**config.mk**
```make
export PLATFORM = sky130hd
export DESIGN_NAME = alu_seq
export DESIGN_NICKNAME = d
export VERILOG_FILES = /design/src/rtl/alu_pkg.sv /design/src/rtl/alu_mul_seq.sv /design/src/rtl/alu_seq.sv
export SDC_FILE = /design/constraint.sdc
export NUM_CORES = 1
export LEC_CHECK = 0
export CAP_MARGIN = 20
export CELL_PAD_IN_SITES_DETAIL_PLACEMENT = 1
export CELL_PAD_IN_SITES_GLOBAL_PLACEMENT = 1
export CORE_MARGIN = 2
export CORE_UTILIZATION = 43
export CTS_CLUSTER_DIAMETER = 30
export DETAILED_ROUTE_END_ITERATION = 8
export PLACE_DENSITY_LB_ADDON = 0.1
export SLEW_MARGIN = 0
export SYNTH_ARGS = -nofsm -noshare
export SYNTH_HDL_FRONTEND = slang
export SYNTH_SLANG_ARGS = --single-unit
```
**constraint.sdc**
```tcl
create_clock -name clk -period 2.4 [get_ports clk]
set_clock_uncertainty 0.1 [all_clocks]
set_input_delay 0.48 -clock clk [delete_from_list [all_inputs] [get_ports clk]]
set_output_delay 0.48 -clock clk [all_outputs]
set_load 0.01 [all_outputs]
```
**src/rtl/alu_pkg.sv**
```systemverilog
// Shared opcode encodings, FSM state type and the signed-overflow helper for alu_seq.
package alu_pkg;

  localparam logic [3:0] OP_ZERO = 4'd0;
  localparam logic [3:0] OP_AND  = 4'd1;
  localparam logic [3:0] OP_OR   = 4'd2;
  localparam logic [3:0] OP_XOR  = 4'd3;
  localparam logic [3:0] OP_ADD  = 4'd4;
  localparam logic [3:0] OP_SUB  = 4'd5;
  localparam logic [3:0] OP_SHL  = 4'd6;
  localparam logic [3:0] OP_SHR  = 4'd7;
  localparam logic [3:0] OP_SAR  = 4'd8;
  localparam logic [3:0] OP_ROL  = 4'd9;
  localparam logic [3:0] OP_ROR  = 4'd10;
  localparam logic [3:0] OP_MUL  = 4'd11;

  typedef enum logic {IDLE = 1'b0, MUL = 1'b1} state_t;

  // Overflow when both addends share a sign and the sum's sign differs from it.
  function automatic logic signed_ovf(input logic a_msb, input logic b_msb, input logic s_msb);
    return (a_msb == b_msb) && (s_msb != a_msb);
  endfunction

endpackage

```
**src/rtl/alu_mul_seq.sv**
```systemverilog
// Sequential unsigned shift-add multiplier: one partial product per cycle, W cycles per product.
module alu_mul_seq #(
  parameter int W = 8
) (
  input  logic           clk,
  input  logic           rst,
  input  logic           i_start,
  input  logic [W-1:0]   i_a,
  input  logic [W-1:0]   i_b,
  output logic           o_done,
  output logic [2*W-1:0] o_product
);

  localparam int CNT_W = (W > 1) ? $clog2(W) : 1;

  logic             r_busy;
  logic [CNT_W-1:0] r_cnt;
  logic [2*W-1:0]   r_acc;
  logic [2*W-1:0]   r_mcand;
  logic [W-1:0]     r_mplier;
  logic [2*W-1:0]   w_acc_nxt;

  assign w_acc_nxt = r_acc + (r_mplier[0] ? r_mcand : '0);
  // The final step's sum is presented directly so the product lands on the same edge as done.
  assign o_done    = r_busy && (r_cnt == CNT_W'(W - 1));
  assign o_product = w_acc_nxt;

  always_ff @(posedge clk or posedge rst) begin
    if (rst) begin
      r_busy <= 1'b0;
      r_cnt  <= '0;
    end else if (i_start) begin
      r_busy <= 1'b1;
      r_cnt  <= '0;
    end else if (r_busy) begin
      if (o_done) r_busy <= 1'b0;
      r_cnt <= r_cnt + 1'b1;
    end
  end

  always_ff @(posedge clk) begin
    if (i_start) begin
      r_acc    <= '0;
      r_mcand  <= {{W{1'b0}}, i_a};
      r_mplier <= i_b;
    end else if (r_busy) begin
      r_acc    <= w_acc_nxt;
      r_mcand  <= r_mcand << 1;
      r_mplier <= r_mplier >> 1;
    end
  end

endmodule

```
**src/rtl/alu_seq.sv**
```systemverilog
// W-bit registered ALU with valid/ready handshake and flags.
// ALU_MUL_EN enables the multi-cycle unsigned multiply (opcode 11); otherwise opcode 11 is illegal.
module alu_seq
  import alu_pkg::*;
#(
  parameter int W = 8
) (
  input  logic           clk,
  input  logic           rst,
  input  logic           in_valid,
  output logic           in_ready,
  input  logic [3:0]     op,
  input  logic [W-1:0]   x,
  input  logic [W-1:0]   y,
  input  logic           cin,
  output logic           out_valid,
  output logic [2*W-1:0] ans,
  output logic           carry,
  output logic           exceed,
  output logic           zero,
  output logic           neg,
  output logic           err
);

  localparam int SH_W = $clog2(W);

  state_t                r_state;
  logic                  w_accept;
  logic [SH_W-1:0]       w_amt;
  logic [W-1:0]          w_b;
  logic [W:0]            w_sum;
  logic signed [W-1:0]   w_xs;
  logic [2*W-1:0]        w_rotl;
  logic [2*W-1:0]        w_rotr;
  logic [2*W-1:0]        w_res;
  logic                  w_carry;
  logic                  w_exceed;
  logic                  w_err;
  logic                  w_mul_go;
  logic                  w_mul_done;
  logic [2*W-1:0]        w_mul_prod;

  assign in_ready = (r_state == IDLE);
  assign w_accept = in_valid && in_ready;
  assign w_amt    = y[SH_W-1:0];
  assign w_b      = (op == OP_SUB) ? ~y : y;
  assign w_sum    = {1'b0, x} + {1'b0, w_b} + {{W{1'b0}}, cin};
  assign w_xs     = x;
  // Rotates via a doubled operand: the wrapped bits fall out of the other half.
  assign w_rotl   = {x, x} << w_amt;
  assign w_rotr   = {x, x} >> w_amt;

`ifdef ALU_MUL_EN
  assign w_mul_go = w_accept && (op == OP_MUL);

  alu_mul_seq #(.W(W)) u_mul (
    .clk       (clk),
    .rst       (rst),
    .i_start   (w_mul_go),
    .i_a       (x),
    .i_b       (y),
    .o_done    (w_mul_done),
    .o_product (w_mul_prod)
  );
`else
  assign w_mul_go   = 1'b0;
  assign w_mul_done = 1'b0;
  assign w_mul_prod = '0;
`endif

  always_comb begin
    w_res    = '0;
    w_carry  = 1'b0;
    w_exceed = 1'b0;
    w_err    = 1'b0;
    case (op)
      OP_ZERO: w_res = '0;
      OP_AND:  w_res = {{W{1'b0}}, x & y};
      OP_OR:   w_res = {{W{1'b0}}, x | y};
      OP_XOR:  w_res = {{W{1'b0}}, x ^ y};
      OP_ADD, OP_SUB: begin
        w_res    = {{(W-1){1'b0}}, w_sum};
        w_carry  = w_sum[W];
        w_exceed = signed_ovf(x[W-1], w_b[W-1], w_sum[W-1]);
      end
      OP_SHL:  w_res = {{W{1'b0}}, x << w_amt};
      OP_SHR:  w_res = {{W{1'b0}}, x >> w_amt};
      OP_SAR:  w_res = {{W{1'b0}}, w_xs >>> w_amt};
      OP_ROL:  w_res = {{W{1'b0}}, w_rotl[2*W-1:W]};
      OP_ROR:  w_res = {{W{1'b0}}, w_rotr[W-1:0]};
`ifdef ALU_MUL_EN
      OP_MUL:  w_res = '0;
`endif
      default: w_err = 1'b1;
    endcase
  end

  always_ff @(posedge clk or posedge rst) begin
    if (rst) begin
      r_state   <= IDLE;
      out_valid <= 1'b0;
      ans       <= '0;
      carry     <= 1'b0;
      exceed    <= 1'b0;
      zero      <= 1'b0;
      neg       <= 1'b0;
      err       <= 1'b0;
    end else begin
      out_valid <= 1'b0;
      case (r_state)
        IDLE: begin
          if (w_accept) begin
            if (w_mul_go) begin
              r_state <= MUL;
            end else begin
              out_valid <= 1'b1;
              ans       <= w_res;
              carry     <= w_carry;
              exceed    <= w_exceed;
              zero      <= (w_res == '0);
              neg       <= w_res[W-1];
              err       <= w_err;
            end
          end
        end
        MUL: begin
          if (w_mul_done) begin
            r_state   <= IDLE;
            out_valid <= 1'b1;
            ans       <= w_mul_prod;
            carry     <= 1'b0;
            exceed    <= 1'b0;
            zero      <= (w_mul_prod == '0);
            neg       <= w_mul_prod[2*W-1];
            err       <= 1'b0;
          end
        end
        default: r_state <= IDLE;
      endcase
    end
  end

endmodule
```
==> key figures, run 1 <==
Run status
  • First Err: [ERROR DPL-0033] detailed placement checks failed during check placement.
  • Result of the run: aborted with a tool error
  • Halt Stage: 5_1_grt

Floorplan
  • Chip height: 81.3 um
  • # rows: 28
  • Ports placed on the boundary: 47
  • Initial Util: 0.439
  • Die span in x: 81.3 um

Logic synthesis
  • Share of the synthesized area in the top cell type: 0.137
  • Post-synthesis cell area: approximately 0.0026 mm^2
  • EDFF count, synth: 0
  • Yosys warnings: 0
  • Top cells by instance count after synthesis: 25 x sky130_fd_sc_hd__inv_1, 24 x sky130_fd_sc_hd__ha_1, 23 x sky130_fd_sc_hd__o21ai_0
  • Largest area contributor in the synthesized netlist: sky130_fd_sc_hd__dfrtp_1
  • Synthesized instance count: about 310
  • Leading register cell type out of synthesis: sky130_fd_sc_hd__dfrtp_1
  • Post-synthesis cell type count: 63
  • Flip-flop and latch count after synthesis: 14
  • Register area share after synthesis: 0.137
  • Average footprint of a synthesized cell: approximately 8.3 um^2
  • Async set-reset flop share out of synthesis: 1.00
  • Synth top area cells: sky130_fd_sc_hd__dfrtp_1 14%, sky130_fd_sc_hd__ha_1 12%, sky130_fd_sc_hd__mux4_2 7.0%, sky130_fd_sc_hd__o21ai_0 4.5%, sky130_fd_sc_hd__mux4_1 4.1%
  • Most frequent cell after synthesis: sky130_fd_sc_hd__inv_1

Timing
  • Type of pin the worst path ends at: register data pin
  • GRT worst endpoint: zero$_DFFE_PP0P_/D

Global routing
  • Largest net degree at the start of global routing: 28
  • Antenna violations before repair: 1

Placement
  • Placement Setup Slack: -1190 ps
  • Detailed placement HPWL: approximately 7800 um
  • Post-place instance area: 0.00359 mm^2
  • Routability congestion estimate from global placement: 0.973
  • Buffers on Ports: 38

Clock tree
  • CTS sink count: 14
  • Maximum clock insertion buffer count: 2
  • CTS Root Cell: sky130_fd_sc_hd__clkbuf_8
  • Level count of the clock H-tree: 1
  • Number of CTS-inserted buffers: 3
[cells by family after synthesis]
| kind of cell | Yosys count | synth area share |
|---|---|---|
| flops | 14 | 0.137 |
| fa+ha+maj | 26 | 0.133 |
| compound gates | 90 | 0.240 |
| mux | 22 | 0.153 |
| buf+inv | 58 | 0.106 |
| other cells | 2 | 0.00293 |
| xor+xnor | 12 | 0.0410 |
| simple gates | 85 | 0.188 |
[through the flow]
stage,instances,setup TNS [ps]
3_3_place_gp,486,-11230
2_1_floorplan,315,-8410
4_1_cts,510,-3030
3_5_place_dp,486,-11690
[timing repair]
action / 4_1_cts
gates resized for setup: 112
setup buffers: 23
endpoints found under the setup margin: 12
pin swaps: 45
cloned: 1
hold buffers: 0
==> run 2, diff against run 1 <==
CELL_PAD_IN_SITES_DETAIL_PLACEMENT = not set   (was 1)
CELL_PAD_IN_SITES_GLOBAL_PLACEMENT = not set   (was 1)
CORE_UTILIZATION = 40   (was 43)
CTS_CLUSTER_DIAMETER = not set   (was 30)
PLACE_DENSITY_LB_ADDON = 0.15   (was 0.1)
==> run 2 against run 1 <==
  * The flow now finishes, with violations (negative setup slack)
  * Area after synthesis did not move
  * Synthesized cell count is the same
==> key figures, run 2 <==
Power and ir drop
  • Switching power: 0.474 mW
  • Sw Share: 0.359
  • Leakage component of the power: 1.85 nW
  • Int Power: 0.847 mW
  • Fraction of power consumed by sequential logic: 0.210
  • Overall power of the completed layout: 1.32 mW
  • Combinational share of power: 0.616
  • Pwr per Cell Area: 324 mW/mm^2
  • Clock network fraction of design power: 0.174
  • Maximum VDD drop: 0.323 mV

Timing
  • Post-route worst setup slack: -536 ps
  • Highest attainable clock frequency: about 340 MHz
  • Number of endpoints with negative hold slack in the final report: 0
  • Time the final worst path needs with I/O delays and setup: roughly 2900 ps
  • Worst-case hold slack: 392 ps
  • Number of failing setup endpoints in the final timing report: 11
  • Period utilization: 1.22
  • Unrepaired setup endpoints after global routing: true
  • Setup total negative slack: -3690 ps
  • Final-report max-slew violation count: 0
  • Worst Tran Pin Value: 642 ps
  • Worst max-slew margin expressed relative to the limit: 0.569

Global routing
  • Overflow left after global routing: 0
  • Total global routing track utilization: 0.252
  • Vias in the first global route: roughly 2800
  • Largest net degree at the start of global routing: 28
  • First-pass GRT wire length: roughly 14000 um
  • Antenna violations before repair: 0

Logic synthesis
  • Leading register cell type out of synthesis: sky130_fd_sc_hd__dfrtp_1
  • Top cells by instance count after synthesis: 25 x sky130_fd_sc_hd__inv_1, 24 x sky130_fd_sc_hd__ha_1, 23 x sky130_fd_sc_hd__o21ai_0
  • Synth top area cells: sky130_fd_sc_hd__dfrtp_1 14%, sky130_fd_sc_hd__ha_1 12%, sky130_fd_sc_hd__mux4_2 7.0%, sky130_fd_sc_hd__o21ai_0 4.5%, sky130_fd_sc_hd__mux4_1 4.1%
  • Adder-cell area share of the yosys netlist: 0.133 (unchanged)
  • Synth Area in Compound Gates: 0.240 (unchanged)
  • Average footprint of a synthesized cell: 8.30 um^2 (unchanged)
  • Mux contribution to synthesized area: 0.153 (unchanged)
  • Async set-reset flop share out of synthesis: 1.00 (unchanged)
  • Register area share after synthesis: 0.137 (unchanged)
  • Fraction of the mapped netlist area in simple logic gates: 0.188 (unchanged)
  • Yosys warnings: 0 (unchanged)
  • Post-Synth XOR/XNOR Area: 0.0410 (unchanged)
  • EDFF count, synth: 0 (unchanged)
  • Synthesized instance count: 309 (unchanged)
  • Post-synthesis cell area: 0.00257 mm^2 (unchanged)
  • Post-synthesis cell type count: 63 (unchanged)
  • Largest area contributor in the synthesized netlist: sky130_fd_sc_hd__dfrtp_1
  • Most frequent cell after synthesis: sky130_fd_sc_hd__inv_1
  • Flip-flop and latch count after synthesis: 14 (unchanged)
  • Combinational family with the most area after synthesis: compound AO/OA/AOI/OAI gates
  • Share of the synthesized area in the top cell type: 0.137 (unchanged)

Floorplan
  • Initial Util: 0.409 (-0.0298)
  • Ports placed on the boundary: 47 (unchanged)
  • Chip height: 84.1 um (+3.5%)
  • Die Outline Area: 0.00707 mm^2
  • Die span in x: 84.1 um (+3.5%)
  • # rows: 29 (+3.6%)
  • Core region area: 0.00628 mm^2

Worst hold path
  • Path type of the worst min-delay path: reg2reg

Setup path
  • Kind of end point of the critical path: register
  • Data required, critical path: 2440 ps
  • Highest fanout seen on the critical path: 2
  • Crit path arrival time: between 2000 and 3000 ps
  • Delay of the slowest cell on the worst path: 400 ps
  • Critical path class: in2reg
  • Startpoint kind of the worst setup timing path: input pin
  • Series of cell instances along the critical path: buf_8, nor4_4, xnor2_2, fa_2, fa_2, nor2b_4, o31a_1, buf_4, o22a_1, xnor2_1, o211ai_1, o41ai_2
  • Cell with the largest stage delay on the worst path: sky130_fd_sc_hd__fa_2
  • Dominant cell type by count on the critical path: sky130_fd_sc_hd__fa_2

Placement
  • Detailed placement HPWL: 6680 um (-14%)
  • Post-Place Cells: 491 (+1.0%)
  • Post-place instance area: 0.00363 mm^2 (+1.0%)
  • Placement Setup Slack: -1200 ps (-8.64 ps)
  • Routability congestion estimate from global placement: 0.950 (-2.4%)
  • Buffers on Ports: 38 (unchanged)

Run status
  • Violations in the final reports: negative setup slack
  • Result of the run: finished, violations left

Layout
  • Largest Register: ans
  • Post-route cell area: 0.00408 mm^2
  • Count of inserted antenna diode cells: 0
  • Number of standard cells in the final layout excluding fillers: 509
  • Post-synthesis to final-layout area growth: 58.9%
  • Fillers: about 530
  • Flip-flop count of the largest register after layout: 9
  • Fraction of layout instances using a drive strength above 1: 0.433
  • # nets final: just under 500
  • Top library cells by usage in the layout, fill and taps aside: 97 x sky130_fd_sc_hd__buf_4, 23 x sky130_fd_sc_hd__clkdlybuf4s50_1, 22 x sky130_fd_sc_hd__inv_1
  • Commonest non-fill, non-tap cell in the layout: sky130_fd_sc_hd__buf_4
  • Final Core Density: 0.650

Detailed routing
  • DRC marker count from the first detailed-route iteration: 194
  • Vias: 2826
  • Total routed wirelength: 8810 um
  • Number of DRC violations after detailed routing: 0
  • Via density: 5.55
  • Antenna-violating nets left: 0
  • WL/cell: roughly 17 um
  • Number of detailed-route iterations in the first pass: 4

Clock tree
  • TritonCTS clock tree: built
  • CTS Root Cell: sky130_fd_sc_hd__clkbuf_8
  • Quantity of hold-fixing buffers added after cts: 0 (unchanged)
  • Maximum clock insertion buffer count: 2 (unchanged)
  • Level count of the clock H-tree: 1 (unchanged)
  • Number of CTS-inserted buffers: 3 (unchanged)
  • Clock insertion delay at the later pin of the skew report: ~240 ps
  • Clock input transition at the sequential cells of the worst setup and hold paths: 60 ps
  • CTS sink count: 14 (unchanged)

Flow run
  • Total of max-cap violations: 0
==> run 2: cell counts after synthesis <==
No cell type changed its count.
==> run 2: power by group through the flow <==
stage | combinational (mW) | sequential, mW | clock (mW)
after floorplan | 0.366 | 0.291 | 0
after global placement | 0.679 | 0.280 | 0
after detailed placement | 0.686 | 0.281 | 0
after CTS | 0.769 | 0.278 | 0.235
after global routing | 0.878 | 0.281 | 0.241
final | 0.814 | 0.278 | 0.229
==> run 2: cell families (layout without fill, tap and decap cells) <==
family / after synthesis / in the layout
simple gates: 85 / 85
fa+ha+maj: 26 / 26
mux: 22 / 22
flops: 14 / 14
xor+xnor: 12 / 12
buf+inv: 58 / 175
compound gates: 90 / 90
other cells: 2 / 8
==> run 2: layer usage <==
metal,GRT usage,up-vias,part of all wire
met5,0,-,0
li1,-,1369,-
met2,0.426,79,0.48
met3,0.0356,8,0.054
met1,0.347,1370,0.46
met4,0.0411,0,0.011
==> run 2: timing repair <==
item,4_1_cts,5_1_grt
gates resized for setup,83,17
pin swaps,34,12
gates cloned,0,0
buffers inserted,13,3
endpoints found under the setup margin,12,12
==> run 2: worst paths after layout <==
path                       slack [ps]      to  startpoint  cells past startpoint
min in group asynchronous         470  ans[6]         rst                      2
max in group asynchronous        1380  ans[2]         rst                      2
setup / recovery                 -540    zero       op[1]                     12
hold reg to reg                   390  ans[4]      ans[4]                      2
setup reg to reg                 1480  exceed      exceed                      2
hold / removal                    390  ans[4]      ans[4]                      2
==> run 2: layout make-up <==
cell class,count,area (um^2),area share
multi-input combinational,243,2240,0.550
tap,77,96.3,0.0236
timing repair buffer,146,1240,0.304
clock buffer,4,55.1,0.0135
sequential,14,350,0.0859
inverter,25,96.3,0.0236
==> run 2: critical path: cells and delay by family <==
kind | cells | cell delay (ps)
AO/OA/AOI/OAI | 4 | 810
adder cells (fa/ha/maj) | 2 | 760
AND/OR/NAND/NOR | 2 | 480
XOR/XNOR | 2 | 230
buffers and inverters | 2 | 210
Power figures use the tool's default switching activity.
